### src/rtl/sprite_draw_arbiter.sv
// Round-robin arbiter that hands sprite draw slots to controller channels and
// tracks the game start / game-over lifecycle around them.
module sprite_draw_arbiter #(
    parameter int NUM_CH  = 2,
    parameter int STATE_W = 4,
    parameter int TIMEOUT = 1023
) (
    input  logic                        clk,
    input  logic                        resetn,
    input  logic                        go_n,
    input  logic                        collision,
    input  logic [NUM_CH*STATE_W-1:0]   ch_state,
    input  logic [NUM_CH-1:0]           ch_req,
    input  logic                        draw_done,
    output logic [STATE_W-1:0]          cur_state,
    output logic [$clog2(NUM_CH)-1:0]   cur_ch,
    output logic [NUM_CH-1:0]           ch_grant,
    output logic                        draw_valid,
    output logic                        started,
    output logic                        game_over,
    output logic                        draw_timeout
);

    localparam int CH_W = $clog2(NUM_CH);

    typedef enum logic [1:0] {
        IDLE = 2'd0,
        ARB  = 2'd1,
        DRAW = 2'd2,
        OVER = 2'd3
    } state_t;

    state_t              state, state_nxt;
    logic [CH_W-1:0]     ptr, ptr_nxt;
    logic [15:0]         wd_cnt, wd_cnt_nxt;
    logic                coll_lat, coll_lat_nxt;

    logic [STATE_W-1:0]  cur_state_nxt;
    logic [CH_W-1:0]     cur_ch_nxt;
    logic [NUM_CH-1:0]   ch_grant_nxt;
    logic                draw_valid_nxt;
    logic                started_nxt;
    logic                game_over_nxt;
    logic                draw_timeout_nxt;

    logic [STATE_W-1:0]  states [NUM_CH];
    logic                any_req;
    logic [CH_W-1:0]     sel;
    logic [CH_W:0]       sum;
    logic                coll_hit;
    logic                wd_expired;

    for (genvar k = 0; k < NUM_CH; k++) begin : g_unpack
        assign states[k] = ch_state[k*STATE_W +: STATE_W];
    end

    // Scan offsets from highest to lowest so the last hit is the channel
    // nearest to ptr going upward.
    always_comb begin
        any_req = 1'b0;
        sel     = '0;
        sum     = '0;
        for (int i = NUM_CH - 1; i >= 0; i--) begin
            sum = {1'b0, ptr} + (CH_W+1)'(i);
            if (sum >= (CH_W+1)'(NUM_CH)) begin
                sum = sum - (CH_W+1)'(NUM_CH);
            end
            if (ch_req[sum[CH_W-1:0]]) begin
                any_req = 1'b1;
                sel     = sum[CH_W-1:0];
            end
        end
    end

    assign wd_expired = (wd_cnt == 16'(TIMEOUT - 1));
    assign coll_hit   = coll_lat | collision;

    always_comb begin
        state_nxt        = state;
        ptr_nxt          = ptr;
        wd_cnt_nxt       = wd_cnt;
        coll_lat_nxt     = coll_lat;
        cur_state_nxt    = cur_state;
        cur_ch_nxt       = cur_ch;
        ch_grant_nxt     = ch_grant;
        draw_valid_nxt   = draw_valid;
        started_nxt      = started;
        game_over_nxt    = game_over;
        draw_timeout_nxt = 1'b0;

        case (state)
            IDLE: begin
                if (!go_n) begin
                    started_nxt = 1'b1;
                    state_nxt   = ARB;
                end
            end
            ARB: begin
                // A collision here wins over any pending request.
                if (collision) begin
                    game_over_nxt = 1'b1;
                    state_nxt     = OVER;
                end else if (any_req) begin
                    cur_state_nxt  = states[sel];
                    cur_ch_nxt     = sel;
                    ch_grant_nxt   = NUM_CH'(1) << sel;
                    draw_valid_nxt = 1'b1;
                    ptr_nxt        = (sel == CH_W'(NUM_CH - 1)) ? '0 : sel + CH_W'(1);
                    wd_cnt_nxt     = '0;
                    coll_lat_nxt   = 1'b0;
                    state_nxt      = DRAW;
                end
            end
            DRAW: begin
                wd_cnt_nxt   = wd_cnt + 16'd1;
                coll_lat_nxt = coll_hit;
                if (draw_done || wd_expired) begin
                    draw_valid_nxt   = 1'b0;
                    ch_grant_nxt     = '0;
                    draw_timeout_nxt = !draw_done;
                    if (coll_hit) begin
                        game_over_nxt = 1'b1;
                        state_nxt     = OVER;
                    end else begin
                        state_nxt = ARB;
                    end
                end
            end
            OVER: begin
                draw_valid_nxt = 1'b0;
                ch_grant_nxt   = '0;
                game_over_nxt  = 1'b1;
            end
            default: state_nxt = IDLE;
        endcase
    end

    always_ff @(posedge clk) begin
        if (!resetn) begin
            state        <= IDLE;
            ptr          <= '0;
            wd_cnt       <= '0;
            coll_lat     <= 1'b0;
            cur_state    <= '0;
            cur_ch       <= '0;
            ch_grant     <= '0;
            draw_valid   <= 1'b0;
            started      <= 1'b0;
            game_over    <= 1'b0;
            draw_timeout <= 1'b0;
        end else begin
            state        <= state_nxt;
            ptr          <= ptr_nxt;
            wd_cnt       <= wd_cnt_nxt;
            coll_lat     <= coll_lat_nxt;
            cur_state    <= cur_state_nxt;
            cur_ch       <= cur_ch_nxt;
            ch_grant     <= ch_grant_nxt;
            draw_valid   <= draw_valid_nxt;
            started      <= started_nxt;
            game_over    <= game_over_nxt;
            draw_timeout <= draw_timeout_nxt;
        end
    end

endmodule

### config.mk
export PLATFORM = sky130hd
export DESIGN_NAME = sprite_draw_arbiter
export DESIGN_NICKNAME = d
export VERILOG_FILES = /design/src/rtl/sprite_draw_arbiter.sv
export SDC_FILE = /design/constraint.sdc
export NUM_CORES = 1
export LEC_CHECK = 0
export CAP_MARGIN = 5
export CORE_MARGIN = 8
export CORE_UTILIZATION = 57
export CTS_CLUSTER_DIAMETER = 40
export DETAILED_ROUTE_END_ITERATION = 10
export GPL_TIMING_DRIVEN = 0
export PLACE_DENSITY = 0.84
export SKIP_CTS_REPAIR_TIMING = 1
export SLEW_MARGIN = 20
export SYNTH_ARGS = -nofsm -noshare
export SYNTH_HDL_FRONTEND = slang
export SYNTH_SLANG_ARGS = --single-unit
### constraint.sdc
create_clock -name clk -period 2.4 [get_ports clk]
set_input_delay 0.36 -clock clk [delete_from_list [all_inputs] [get_ports clk]]
set_output_delay 0.36 -clock clk [all_outputs]
set_load 0.005 [all_outputs]
==> results.txt, run 1 <==
The run finished with clean final reports. The worst setup path is of the register to register kind. The average cell area after synthesis came out at 9.166 µm². The count of different cell masters after synthesis is 46. After layout, the worst path uses 79.04% of the clock period. The number of cells produced by synthesis came out at 184.

The number of diodes came out at 0. For this design, the slowest cell found on the critical path is dfxtp_1. The tree is rooted in a clkbuf_4. The reported leakage power came out at 0.7434 nW. The most numerous cell type found on the critical path is inv_1. The number of H-tree levels is 2. The number of top-level pins is 26.

On the worst path, the slowest cell contributes a delay of 0.36 ns. Summing every instance area after synthesis gives 0.001687 mm². Of all flip-flops after synthesis, the portion carrying an async set or reset was 0%.

Leaving out fill and tap cells, the most frequent cell in the layout is dfxtp_1. The remaining max-slew budget at the tightest pin came out at 62.46%. The slew at the pin closest to its max-slew limit is 0.5610 ns. The kind of cell with the highest combined delay along the critical path is buffers and inverters.

Traced cell by cell, the critical path runs through inv_1 > ha_1 > inv_1 > a31oi_4 > buf_2 > o311ai_1 > o41ai_1. The share of the synthesized area in the top cell type came out at 36.80%. The global-route wire length before repair came out at 6768 µm. The final weighted congestion of routability-driven global placement is 0.8192. The combined global-route utilization of all metal layers is 16.03%.

The worst hold path stage count is 2. The detailed-routing iteration count for the pre-antenna-repair pass is 4. STA classifies the critical path startpoint as a register.

The number of hold violations in the final report came out at 0. The synthesized design contains 0 enable-type register cells. Clock skew on the completed layout was measured at 0.006440 ns. Row generation in the floorplan step produced 19 rows. The peak supply drop came out at 770.0 µV.

The share of the Yosys chip area taken by registers is 36.80%. The sum of negative setup slack is 0 ns. The number of filler instances in the final layout is 231. Clock-pin slew was measured on the worst setup and hold paths at 0.09 ns.

The total of max-cap violations is 0. The chip width is 70.40 µm. In the layout the commonest cells are dfxtp_1, clkdlybuf4s50_1, nand2_1. The via-per-instance ratio is 6.169. The detailed-route wire length came out at 3872 µm. TritonCTS built the clock tree. The number of global-route vias before repair is 1597. The post-synthesis register bit count came out at 31.

In this run the worst hold path is classified as register to register. The number of buffer and inverter instances along the worst setup path came out at 3. The register-to-register setup slack came out at 0.50 ns. The number of buffers inserted during clock tree synthesis is 5. The full die area came out at 0.004955 mm².

The power consumption is 0.001447 W. The growth of design area from synthesis to finish came out at 20.10%. Sorting the synthesized cells by area gives the leading types as dfxtp_1, mux2i_1, ha_1, nand2_1, a21oi_1.

Counting every net in the synthesized netlist gives 206. Of all nets on the critical path, the largest fanout is 10. The initial antenna violation count came out at 0. The DRC marker count from the first detailed-route iteration is 126. The number of remaining DRC errors is 0. The dominant synthesized flop cell is dfxtp_1.

The number of nets with antenna violations after routing came out at 0. The cell area after placement came out at 0.001976 mm². After global routing the overflow that remains totals 0. The startpoint identified for the worst register-to-register timing path is state[0]. In the final design database the tool counted 238 nets. At the worst endpoint, the arrival time is 2.12 ns. The finished cells cover 0.002026 mm². Counting cells, the worst reg-to-reg path comes to 7. The maximum buffer depth of the clock tree came out at 2. dfxtp_1 takes more of the synthesized area than any other cell. The setup violation total in the final timing report is 0. The share of cells above drive strength 1 came out at 9.677%. For this block, the via count after detailed routing is 1530.

STA classifies the critical path endpoint as a register. The largest net degree at the start of global routing is 11. The total area inside the core boundary comes to 0.002781 mm².

The mean routed wirelength per cell is 15.61 µm. Setup repair after global routing left no endpoint under its margin. The clock latency at the later pin of the worst-skew pair came out at 0.33 ns. The capture instance of the worst register-to-register path is wd_cnt[10]. The smallest clock period supported by the final layout is computed as 1.897 ns. The number of warnings printed during yosys synthesis came out at 0. The worst hold path endpoint is cur_ch. The starting density of the core came out at 60.64%. Measured along the y axis, the die boundary spans 70.40 µm. The power per standard cell area came out at 714.1 mW/mm². The wire-length estimate of the detail-placed layout is 2998 µm. The worst hold path begins at cur_ch. Port buffering added 25 buffers. The number of max-slew violations in the final report is 0. Static timing analysis puts the maximum clock frequency at 0.5271 GHz. The required time reported for the critical path endpoint came out at 2.62 ns. The number of clock sinks seen by CTS is 31.
[kinds of logic after synthesis]
logic type      synth area share, %
compound gates                20.77
flops                         36.80
simple gates                  23.52
buf+inv                       4.674
mux                           9.050
fa+ha+maj                     5.193
[registers in the layout, summed over array words and instances, names as in the netlist]
register,cells
wd_cnt,16
cur_state,4
ch_grant,2
state,2
coll_lat,1
cur_ch,1
draw_timeout,1
draw_valid,1
game_over,1
ptr,1
started,1
[worst reg2reg max path: stages (launching register included)]
cell and delay, ns:
dfxtp_1 0.36, inv_1 0.12, ha_1 0.34, inv_1 0.21
a31oi_4 0.27, buf_2 0.27, o311ai_1 0.13, o41ai_1 0.08
[through the flow]
step                      util (%)  hold slack, ns  setup WS (ns)  cells
after floorplan                  -          0.4387         0.7941    184
after detailed placement     71.03          0.4522         0.3761    240
final                        72.83          0.4606         0.5029    248
after global placement       71.03          0.4452         0.4101    240
after global routing         72.83          0.4877         0.3484    248
after CTS                    72.83          0.4654         0.4993    248
[final cells by class]
| type | instances | area (µm²) | share of cell area, % |
|---|---|---|---|
| multi-input cells | 137 | 987.2 | 48.73 |
| flip-flops and latches | 31 | 620.6 | 30.64 |
| repair buffers | 25 | 250.2 | 12.35 |
| clock buffers | 7 | 45.04 | 2.224 |
| plain buffers | 6 | 41.29 | 2.038 |
| well taps | 31 | 38.79 | 1.915 |
| inverters | 10 | 37.54 | 1.853 |
| clock inverters | 1 | 5.005 | 0.2471 |
[synthesized netlist by cell type (2+ instances only)]
master,instances
a211oi_1,7
a21oi_1,13
and3_1,2
buf_2,2
dfxtp_1,31
ha_1,7
inv_1,10
mux2i_1,13
nand2_1,18
nand2b_1,9
nand3_1,7
nand4_1,2
nor2_1,13
nor3_1,2
nor3b_1,2
o211a_1,2
o21ai_1,2
o311ai_1,4
o31ai_1,4
o41ai_1,4
or2_2,2
or4_1,4
[report_power, final]
part           total, W  internal (W)  leakage (nW)  switching, W
Sequential     0.000612      0.000573         0.252     0.0000390
Clock          0.000287      0.000114        0.0293      0.000173
Combinational  0.000548      0.000264         0.463      0.000284
[metal layers]
metal  wire length (µm)  GRT usage (%)  vias up
met5                  0              0        -
met4                 71          7.366        0
met3                141          3.955        9
li1                   -              -      749
met1               1599          16.45      730
met2               2060          29.48       42
[worst max path at each step]
| stage | start | cells after the start | end |
|---|---|---|---|
| 6_report | state[0] | 7 | wd_cnt[10] |
| 3_5_place_dp | collision | 6 | wd_cnt[11] |
| 4_1_cts | state[0] | 7 | wd_cnt[11] |
| 2_1_floorplan | state[1] | 6 | wd_cnt[7] |
| 5_1_grt | state[0] | 7 | wd_cnt[10] |
| 3_3_place_gp | collision | 6 | wd_cnt[9] |
Power figures use the tool's default switching activity.
==> run 2: changes to the inputs <==
CORE_UTILIZATION = 53   (was 57)
PLACE_DENSITY = 0.79   (was 0.84)
clock period = 1.9 ns   (was 2.4 ns; I/O delays follow)
==> run 2 against run 1 <==
Net effect: routed wire length decreased by 2.7%; global-route usage decreased by 0.77 points; core utilization shrank 5.3 points; hold slack improved by 0.0067 ns; clock-buffer cell count is 1 lower; sequential power rose by 26%; critical path depth unchanged; die area grew 5.8%; final area rose by 1.7%; non-clock buffer count stayed put; combinational power increased by 26%.
==> results.txt, run 2 (synthesized netlist as in run 1, its figures left out) <==
The flow ran to the end, and the final reports show no timing, DRC or antenna violations. The largest registers in the layout are wd_cnt x16, cur_state x4. The share of the clock period used by the worst path after layout came to 95.84% (+17 points). The peak supply drop came to 676.7 µV (-12%).

The setup path with the least slack is of type register to register. The required time reported for the critical path endpoint came out at 2.09 ns (-0.53 ns). The number of clock sinks seen by CTS came to 31 (unchanged). The half-perimeter wire length after detailed placement is 2878 µm (-4.0%).

The largest net degree at the start of global routing came out at 11 (unchanged). The area of the core region is 0.003053 mm² (+9.8%). The slowest stage of the critical path belongs to the cell dfxtp_1.

In this run the critical register-to-register path is launched from state[1]. The launching instance or port of the critical path is state[1]. The full die area came out at 0.005243 mm² (+5.8%). The category of the worst setup path launch point is a register. The data arrival time of the critical path came out at 2.02 ns (-0.10 ns).

The power consumption came to 0.001853 W (+28%). The global-route wire length before repair is 6534 µm (-3.5%). The TritonCTS clock tree is done. The power per standard cell area is 899.4 mW/mm² (+26%). The top register by number of flip-flops is wd_cnt. The number of max-slew violations in the final report is 0 (unchanged). The number of nets in the finished design is 238 (unchanged). The endpoint identified for the worst register-to-register timing path is wd_cnt[10].

The number of remaining DRC errors is 0 (unchanged). The via-per-instance ratio was 5.838 (-5.4%). The register-to-register setup slack is 0.08 ns (-0.42 ns). The depth of the critical timing path with buffers and inverters included came out at 7 (unchanged). The number of top-level pins came out at 26 (unchanged). The number of diodes came out at 0 (unchanged).

The number of buffers inserted during clock tree synthesis came out at 5 (unchanged). The final clock skew was 0.01215 ns (+0.005707 ns). The worst setup path is captured at a register. The count of vias placed by the detailed router came to 1518 (-0.78%). CTS placed an instance of clkbuf_4 at the clock tree root. The overall die height is 72.41 µm (+2.9%).

The setup violation total in the final timing report came out at 0 (unchanged). The final weighted congestion of routability-driven global placement is 0.8606 (+5.1%). The remaining max-slew budget at the tightest pin came to 67.45% (+5.0 points). The overall overflow remaining after global route was 0 (unchanged). The number of I/O port buffers came out at 25 (unchanged). The biggest fanout along the worst timing path is 10 (unchanged).

The total of max-cap violations is 0 (unchanged). The classification of the worst-slack hold path is register to register. The number of nets with antenna violations after routing is 0 (unchanged).

The number of buffer and inverter instances along the worst setup path came to 3 (unchanged). The achievable frequency came out at 0.5492 GHz (+4.2%). The combined global-route utilization of all metal layers came out at 15.26% (-0.77 points). The detailed-routing iteration count for the pre-antenna-repair pass is 5 (+1).

The number of flip-flops under the largest register name came out at 16 (unchanged). The total number of placement rows is 20 (+1). The growth of design area from synthesis to finish came out at 22.18%. The shortest period the worst path allows came out at 1.821 ns (-0.07620 ns). The share of the core filled with cells in the final layout came to 67.50% (-5.3 points). The cell count of the worst reg-to-reg path came to 7 (unchanged). The reported leakage power is 0.7469 nW (+0.46%). The clock latency at the later pin of the worst-skew pair came out at 0.33 ns (about the same). The chip width was 72.41 µm (+2.9%). The slew at the pin closest to its max-slew limit is 0.4883 ns (-0.07272 ns). The number of hold violations in the final report is 0 (unchanged). The starting density of the core is 55.25% (-5.4 points).

The DRC marker count from the first detailed-route iteration came out at 64 (-49%). The share of cells above drive strength 1 is 11.57% (+1.9 points). The cell family with the largest share of critical-path delay is buffers and inverters. The clock transition at the registers of the reported paths is 0.10 ns (about the same). The largest incremental delay on the critical path is 0.39 ns (+0.03 ns).

The detailed-route wire length came out at 3766 µm (-2.7%). The maximum buffer depth of the clock tree came out at 2 (unchanged). The number of H-tree levels came out at 2 (unchanged). The initial antenna violation count came to 0 (unchanged). The mean routed wirelength per cell came out at 14.48 µm (-7.2%).

The number of global-route vias before repair came out at 1523 (-4.6%). The capture point of the worst path is wd_cnt[10]. Leaving out fill and tap cells, the most frequent cells in the layout are dfxtp_1, clkdlybuf4s50_1, nand2_1, a21oi_1, mux2i_1. The critical path goes through inv_1 > ha_1 > buf_6 > mux2i_4 > buf_4 > o311ai_1 > o41ai_1. The library cell used most frequently in the layout, excluding fill and tap cells, is dfxtp_1.
## run 2: per-stage QoR
step / cells / setup WS [ns] / TNS, ns / hold WS, ns / area (µm²)
2_1_floorplan: 184 / 0.2941 / 0 / 0.3637 / 1687
3_3_place_gp: 253 / -0.01724 / -0.02687 / 0.4465 / 1992
3_5_place_dp: 253 / -0.05784 / -0.3105 / 0.4470 / 1992
4_1_cts: 260 / 0.02061 / 0 / 0.4673 / 2048
5_1_grt: 260 / -0.008281 / -0.008281 / 0.4885 / 2061
6_report: 260 / 0.07913 / 0 / 0.4674 / 2061
## run 2: worst min path at each step
stage	start	endpoint	slack, ns	cells past startpoint
4_1_cts	ch_grant[1]	ch_grant[1]	0.47	2
2_1_floorplan	draw_done	draw_timeout	0.36	1
3_3_place_gp	draw_valid	draw_valid	0.45	2
6_report	ch_grant[1]	ch_grant[1]	0.47	2
3_5_place_dp	ch_grant[1]	ch_grant[1]	0.45	2
5_1_grt	ch_grant[1]	ch_grant[1]	0.49	2
## run 2: metal layers
metal	vias up	track usage [%]	routed length (µm)
met4	0	6.667	54
met1	720	17.07	1623
li1	738	-	-
met2	53	25.18	1800
met3	7	5.785	288
met5	-	0	0
## run 2: where the power goes
part	switching (W)	internal [W]	leakage [nW]
Combinational	0.000354	0.000337	0.461
Clock	0.000219	0.000171	0.0341
Sequential	0.0000485	0.000723	0.252
## run 2: final cells by class
| cell class | instances | area (µm²) |
|---|---|---|
| well taps | 44 | 55.05 |
| repair buffers | 25 | 250.2 |
| multi-input cells | 137 | 997.2 |
| plain buffers | 6 | 43.79 |
| flip-flops and latches | 31 | 620.6 |
| fillers | 248 | 992.2 |
| clock inverters | 1 | 5.005 |
| inverters | 10 | 37.54 |
| clock buffers | 6 | 51.30 |
## run 2: worst register-to-register path, stage by stage, from the launching register on
cell and delay, ns:
dfxtp_1 0.39, inv_1 0.10, ha_1 0.22, buf_6 0.16, mux2i_4 0.21, buf_4 0.19
o311ai_1 0.28, o41ai_1 0.13
